<file path="src/rtl/sd_pkg.sv">
// Shared types and constants for the SD card-side command responder.
package sd_pkg;

    typedef enum logic [2:0] {
        IDLE     = 3'd0,
        RX       = 3'd1,
        CHECK    = 3'd2,
        WAIT_NCR = 3'd3,
        TX       = 3'd4
    } sd_state_t;

    localparam int          CMD_FRAME_LEN = 48;
    localparam logic [6:0]  CRC7_POLY     = 7'h09;
    localparam logic [5:0]  CMD0_INDEX    = 6'd0;

    // One serial CRC7 step, MSB-first data.
    function automatic logic [6:0] crc7_step(input logic [6:0] crc, input logic data);
        logic fb;
        fb = data ^ crc[6];
        crc7_step = {crc[5:0], 1'b0} ^ (fb ? CRC7_POLY : 7'h00);
    endfunction

endpackage

</file>
<file path="src/rtl/sd_crc7.sv">
// Serial CRC7 (x^7+x^3+1, init 0). A clear combined with enable restarts from
// zero and absorbs the current bit in the same cycle.
module sd_crc7
    import sd_pkg::*;
(
    input  logic       clk,
    input  logic       rst,
    input  logic       clr,
    input  logic       en,
    input  logic       data,
    output logic [6:0] crc
);

    // CRC register update
    always_ff @(posedge clk or posedge rst) begin
        if (rst) begin
            crc <= 7'h00;
        end else if (clr) begin
            crc <= en ? crc7_step(7'h00, data) : 7'h00;
        end else if (en) begin
            crc <= crc7_step(crc, data);
        end else begin
            crc <= crc;
        end
    end

endmodule

</file>
<file path="src/rtl/sd_cmd_responder.sv">
// Card-side SD command receiver and R1 responder, all logic on clk.
// Optional received-CRC checking is enabled by defining SD_CRC_CHECK_EN.
module sd_cmd_responder
    import sd_pkg::*;
#(
    parameter int NCR         = 2,
    parameter int SYNC_STAGES = 2
) (
    input  logic        clk,
    input  logic        rst,
    input  logic        sd_clk_in,
    input  logic        cmd_in,
    output logic        cmd_out,
    output logic        cmd_oe,
    input  logic [31:0] card_status,
    output logic        cmd_valid,
    output logic [5:0]  cmd_index,
    output logic [31:0] cmd_arg,
    output logic        crc_err,
    output logic        frame_err,
    output logic        busy
);

    logic [SYNC_STAGES-1:0] sclk_sync;
    logic [SYNC_STAGES-1:0] cmd_sync;
    logic                   sclk_prev;
    logic                   rise_en;
    logic                   fall_en;
    logic                   cmd_s;

    sd_state_t   state;
    logic [5:0]  bit_cnt;
    logic [5:0]  tx_cnt;
    logic [6:0]  ncr_cnt;
    logic [47:0] rx_sh;
    logic [47:0] tx_sh;

    logic [6:0]  tx_crc;
    logic        tx_load;
    logic        tx_crc_en;
    logic        tx_crc_data;

    // Input synchronisers and sd_clk edge history
    always_ff @(posedge clk or posedge rst) begin
        if (rst) begin
            sclk_sync <= '1;
            cmd_sync  <= '1;
            sclk_prev <= 1'b1;
        end else begin
            sclk_sync <= {sclk_sync[SYNC_STAGES-2:0], sd_clk_in};
            cmd_sync  <= {cmd_sync[SYNC_STAGES-2:0], cmd_in};
            sclk_prev <= sclk_sync[SYNC_STAGES-1];
        end
    end

    assign rise_en = sclk_sync[SYNC_STAGES-1] & ~sclk_prev;
    assign fall_en = ~sclk_sync[SYNC_STAGES-1] & sclk_prev;
    assign cmd_s   = cmd_sync[SYNC_STAGES-1];

    assign tx_load     = (state == WAIT_NCR) && fall_en && (ncr_cnt == 7'(NCR - 1));
    assign tx_crc_en   = tx_load || ((state == TX) && fall_en && (tx_cnt < 6'd40));
    assign tx_crc_data = tx_load ? 1'b0 : tx_sh[47];

    sd_crc7 u_tx_crc (
        .clk  (clk),
        .rst  (rst),
        .clr  (tx_load),
        .en   (tx_crc_en),
        .data (tx_crc_data),
        .crc  (tx_crc)
    );

`ifdef SD_CRC_CHECK_EN
    logic [6:0] rx_crc;
    logic       rx_crc_clr;
    logic       rx_crc_en;

    // Start bit plus bits 46..8 feed the receive CRC
    assign rx_crc_clr = (state == IDLE);
    assign rx_crc_en  = rise_en && (((state == IDLE) && !cmd_s) ||
                                    ((state == RX) && (bit_cnt < 6'd40)));

    sd_crc7 u_rx_crc (
        .clk  (clk),
        .rst  (rst),
        .clr  (rx_crc_clr),
        .en   (rx_crc_en),
        .data (cmd_s),
        .crc  (rx_crc)
    );
`endif

    // Command/response state machine with registered outputs
    always_ff @(posedge clk or posedge rst) begin
        if (rst) begin
            state     <= IDLE;
            cmd_out   <= 1'b1;
            cmd_oe    <= 1'b0;
            cmd_valid <= 1'b0;
            cmd_index <= 6'd0;
            cmd_arg   <= 32'd0;
            crc_err   <= 1'b0;
            frame_err <= 1'b0;
            busy      <= 1'b0;
            bit_cnt   <= 6'd0;
            tx_cnt    <= 6'd0;
            ncr_cnt   <= 7'd0;
            rx_sh     <= 48'd0;
            tx_sh     <= 48'd0;
        end else begin
            cmd_valid <= 1'b0;
            crc_err   <= 1'b0;
            frame_err <= 1'b0;
            case (state)
                IDLE: begin
                    if (rise_en && !cmd_s) begin
                        rx_sh   <= {rx_sh[46:0], cmd_s};
                        bit_cnt <= 6'd1;
                        state   <= RX;
                        busy    <= 1'b1;
                    end
                end
                RX: begin
                    if (rise_en) begin
                        rx_sh   <= {rx_sh[46:0], cmd_s};
                        bit_cnt <= bit_cnt + 6'd1;
                        if (bit_cnt == 6'd47) begin
                            state <= CHECK;
                        end
                    end
                end
                CHECK: begin
                    if (rx_sh[47] || !rx_sh[46] || !rx_sh[0]) begin
                        frame_err <= 1'b1;
                        state     <= IDLE;
                        busy      <= 1'b0;
                    end
`ifdef SD_CRC_CHECK_EN
                    else if (rx_sh[7:1] != rx_crc) begin
                        crc_err <= 1'b1;
                        state   <= IDLE;
                        busy    <= 1'b0;
                    end
`endif
                    else begin
                        cmd_valid <= 1'b1;
                        cmd_index <= rx_sh[45:40];
                        cmd_arg   <= rx_sh[39:8];
                        ncr_cnt   <= 7'd0;
                        if (rx_sh[45:40] == CMD0_INDEX) begin
                            state <= IDLE;
                            busy  <= 1'b0;
                        end else begin
                            state <= WAIT_NCR;
                        end
                    end
                end
                WAIT_NCR: begin
                    if (tx_load) begin
                        // Bit 47 goes out now; the shifter holds bits 46..8 next
                        tx_sh   <= {1'b0, cmd_index, card_status, 9'h000};
                        cmd_oe  <= 1'b1;
                        cmd_out <= 1'b0;
                        tx_cnt  <= 6'd1;
                        state   <= TX;
                    end else if (fall_en) begin
                        ncr_cnt <= ncr_cnt + 7'd1;
                    end
                end
                TX: begin
                    if (fall_en) begin
                        tx_cnt <= tx_cnt + 6'd1;
                        if (tx_cnt == 6'd48) begin
                            cmd_oe  <= 1'b0;
                            cmd_out <= 1'b1;
                            state   <= IDLE;
                            busy    <= 1'b0;
                        end else if (tx_cnt == 6'd40) begin
                            cmd_out <= tx_crc[6];
                            tx_sh   <= {tx_crc[5:0], 1'b1, 41'd0};
                        end else begin
                            cmd_out <= tx_sh[47];
                            tx_sh   <= {tx_sh[46:0], 1'b0};
                        end
                    end
                end
                default: begin
                    state   <= IDLE;
                    busy    <= 1'b0;
                    cmd_oe  <= 1'b0;
                    cmd_out <= 1'b1;
                end
            endcase
        end
    end

endmodule

</file>
<file path="config.mk">
export PLATFORM = sky130hd
export DESIGN_NAME = sd_cmd_responder
export DESIGN_NICKNAME = d
export VERILOG_FILES = /design/src/rtl/sd_pkg.sv /design/src/rtl/sd_crc7.sv /design/src/rtl/sd_cmd_responder.sv
export SDC_FILE = /design/constraint.sdc
export NUM_CORES = 1
export LEC_CHECK = 0
export BUFFER_PORTS_ARGS = -buffer_cell sky130_fd_sc_hd__buf_2
export CORE_ASPECT_RATIO = 0.7
export CORE_MARGIN = 2
export CORE_UTILIZATION = 39
export DETAILED_ROUTE_END_ITERATION = 8
export HOLD_SLACK_MARGIN = 0.15
export SETUP_SLACK_MARGIN = 0.05
export SLEW_MARGIN = 0
export SYNTH_ARGS = -nofsm -noshare
export SYNTH_HDL_FRONTEND = slang
export SYNTH_SLANG_ARGS = --single-unit
</file>
<file path="constraint.sdc">
create_clock -name clk -period 7.8 [get_ports clk]
set_input_delay 0.39 -clock clk [delete_from_list [all_inputs] [get_ports clk]]
set_output_delay 0.39 -clock clk [all_outputs]
set_load 0.01 [all_outputs]
</file>
==> flow_summary.ini <==
[pwr]
clkPwrFrac = 0.382
finalPower_w = 0.00217
sw_frac_of_total = 0.281
power_frac_seq = 0.487
p_int_w = 0.00156
p_comb_frac = 0.131
switchingPower_w = 0.000608
p_per_area_nw_per_um2 = 265
ir_worst_vdd_v = 0.000139
p_leak_nw = 4.01

[synthesis]
netlist_area_um2 = 7050
ys_ff_latch = 164
synth_top_area_cell = dfrtp_1
syn_inst = 584
synthFlopType = dfrtp_1
synth-simple-area-share = 0.124
synth_top_family_by_area = multiplexers
synth_area_leaders = dfrtp_1 (56%), mux2_2 (15%), nor2_1 (3.0%), a31oi_1 (2.8%), nand2_1 (2.6%)
synth_area_per_cell_um2 = 12.1
async_flop_share = 1.00
synth-compound-area-share = 0.0779
synth-seq-area-share = 0.583
muxShareOfSynthArea = 0.151
synth_top_cell_area_share = 0.561
synth-xor-area-share = 0.0186
synth_adder_area_share = 0.00888
postSynthNetCount = 625
ys_types = 56
yosysWarnings = 0
synth-edff-count = 0

[clock_tree]
cts_made_buffers = 17
cts_max_path_buffers = 2
clock_latency_ns = 0.42
cts_root_buf = clkbuf_16
clk_pin_slew_ns = 0.07
clock_sinks = 164
cts_resized = 0
tritoncts = built
cts_max_level = 4

[placement]
globalplace.congestion = 0.791
hpwl_um = 8580
port_buffers = 78

[grt]
grt_max_degree = 86
grt_pass1_wl_um = 23000
grt-ovfl-total = 0
grt_pass1_vias = 4506
antenna_found_initial = 0
grt_usage = 0.153

[worst_setup_path]
r2r-start = ncr_cnt[1]
rr_worst_depth = 7
critical_path.top_delay_family = compound AO/OA/AOI/OAI gates
r2r-end = tx_sh[43]
reg2reg_slack_ns = 4.93
end_kind = register
required_ns = 8.15
crit_type = reg2reg
crit_chain = inv_1 -> ha_1 -> nor4b_2 -> and4_1 -> a21o_2 -> o21ai_0 -> o21ai_1
path_max_fanout = 67
slowest_delay_ns = 0.88
startpoint_type = register
slowest_stage = a21o_2
critPathBufInv = 1
worstPathArrival_ns = 3.22

[floorplan]
design.die.area_um2 = 19200
ioPinCount = 80
fp.dieH_um = 116
initial_core_util = 0.395
coreArea_um2 = 17900
rows = 41
die_w_um = 165

[routing]
wl_per_cell_um = 15.1
drt_wl_total_um = 13600
vias_per_cell = 5.14
dr.pass1.iters = 5
ant_nets = 0
drtIter0Drc = 319
vias = 4628
remaining_drc_errors = 0

[sta]
rsz0062_at_grt = no
finalHoldViolCount = 0
fin_crit_ns = 2.87
tightest_slew_ns = 1.09
slew_headroom = 0.277
max_freq_ghz = 0.348
slew_violations = 0
tns_ns = 0
period_share = 0.368
fin_skew_ns = 0.00710
finalSetupViolations = 0

[worst_hold_path]
whs_path_depth = 3
hp-class = in2reg
min_from = card_status[7]
hold_end = tx_sh[16]

[layout]
antennaDiodeCount = 0
regArea_um2 = 4110
drive_above_1_share = 0.341
final_common_cell = dfrtp_1
multi_input_area_um2 = 2690
final_nets = 693
final_cell_mix = dfrtp_1 (158), mux2_2 (91), buf_2 (78)
nFillCells = 1646
syn_to_final_growth_pct = 16.1

[job]
cap_violations = 0

[outcome]
status = completed
## stage by stage
step	hold WS [ns]	setup WS (ns)	cells	cell area, um2	utilization
floorplan	0.345	2.99	584	7050	-
global placement	0.348	5.11	866	7560	0.424
detailed placement	0.350	4.95	866	7560	0.424
CTS	0.194	4.96	901	8180	0.458
global route	0.195	4.55	901	8180	0.458
finish	0.210	4.93	901	8180	0.458
## flip-flops by register name, indices dropped and copies added, names as in the netlist, 3 cells and up
signal        flops
bit_cnt           6
cmd_arg          32
cmd_index         6
ncr_cnt           7
rx_sh            48
state             3
tx_cnt            6
tx_sh            39
u_tx_crc.crc      7
## cells by family after synthesis
group	Yosys count
AOI/OAI and AO/OA	83
xor gates and xnor gates	15
adders and majority gates	5
buffers and inverters	45
DFF	164
muxes	95
other	1
and+or+nand+nor	176
## metal layers
metal / share of wire / wire, um / up-vias / global-route usage
met5: 0 / 0 / - / 0
met1: 0.50 / 6750 / 2282 / 0.220
met2: 0.43 / 5850 / 126 / 0.214
li1: - / - / 2203 / -
met3: 0.061 / 824 / 17 / 0.0515
met4: 0.014 / 185 / 0 / 0.0562
## synthesized netlist by cell type, types with 5 or more instances
master and n:
clkbuf_1 5, nor2_1 56, a22o_1 8, dfstp_2 6, buf_4 10, nand2_1 48
mux2_2 91, xor2_1 11, inv_1 8, nand3_1 35, o31ai_1 5, a31oi_1 31
a21oi_1 9, nand4_1 5, ha_1 5, buf_2 17, dfrtp_1 158, o21ai_0 11
o21ai_1 5
## cell type report
| type | instances | share of cell area |
|---|---|---|
| sequential | 164 | 0.503 |
| multi-input combinational | 375 | 0.329 |
| timing repair buffer | 86 | 0.0560 |
| clock buffer | 18 | 0.0537 |
| tap | 236 | 0.0361 |
| clock inverter | 14 | 0.0179 |
| inverter | 8 | 0.00428 |
## power by group through the flow
stage	clock (W)	combinational (W)	sequential, W
after global placement	0	0.000272	0.00106
after global routing	0.000886	0.000321	0.00107
after detailed placement	0	0.000284	0.00107
final	0.000826	0.000284	0.00106
after floorplan	0	0.000241	0.00104
after CTS	0.000845	0.000287	0.00105
## tightest hold or removal path, cell delays in order
cell	delay [ns]
buf_2	0.09
nand2_1	0.04
a31oi_1	0.07
## worst max path at each step
stage | depth (start not counted) | endpoint | from
3_3_place_gp | 7 | tx_sh[44] | ncr_cnt[1]
5_1_grt | 7 | tx_sh[45] | ncr_cnt[1]
3_5_place_dp | 7 | tx_sh[42] | ncr_cnt[1]
6_report | 7 | tx_sh[43] | ncr_cnt[1]
4_1_cts | 7 | tx_sh[42] | ncr_cnt[1]
2_1_floorplan | 1 | bit_cnt[0] | rst
## what timing repair did
item                      4_1_cts  5_1_grt
setup buffers                   0        0
hold endpoints to repair       79        0
hold buffers                    3        0
Power figures use the tool's default switching activity.
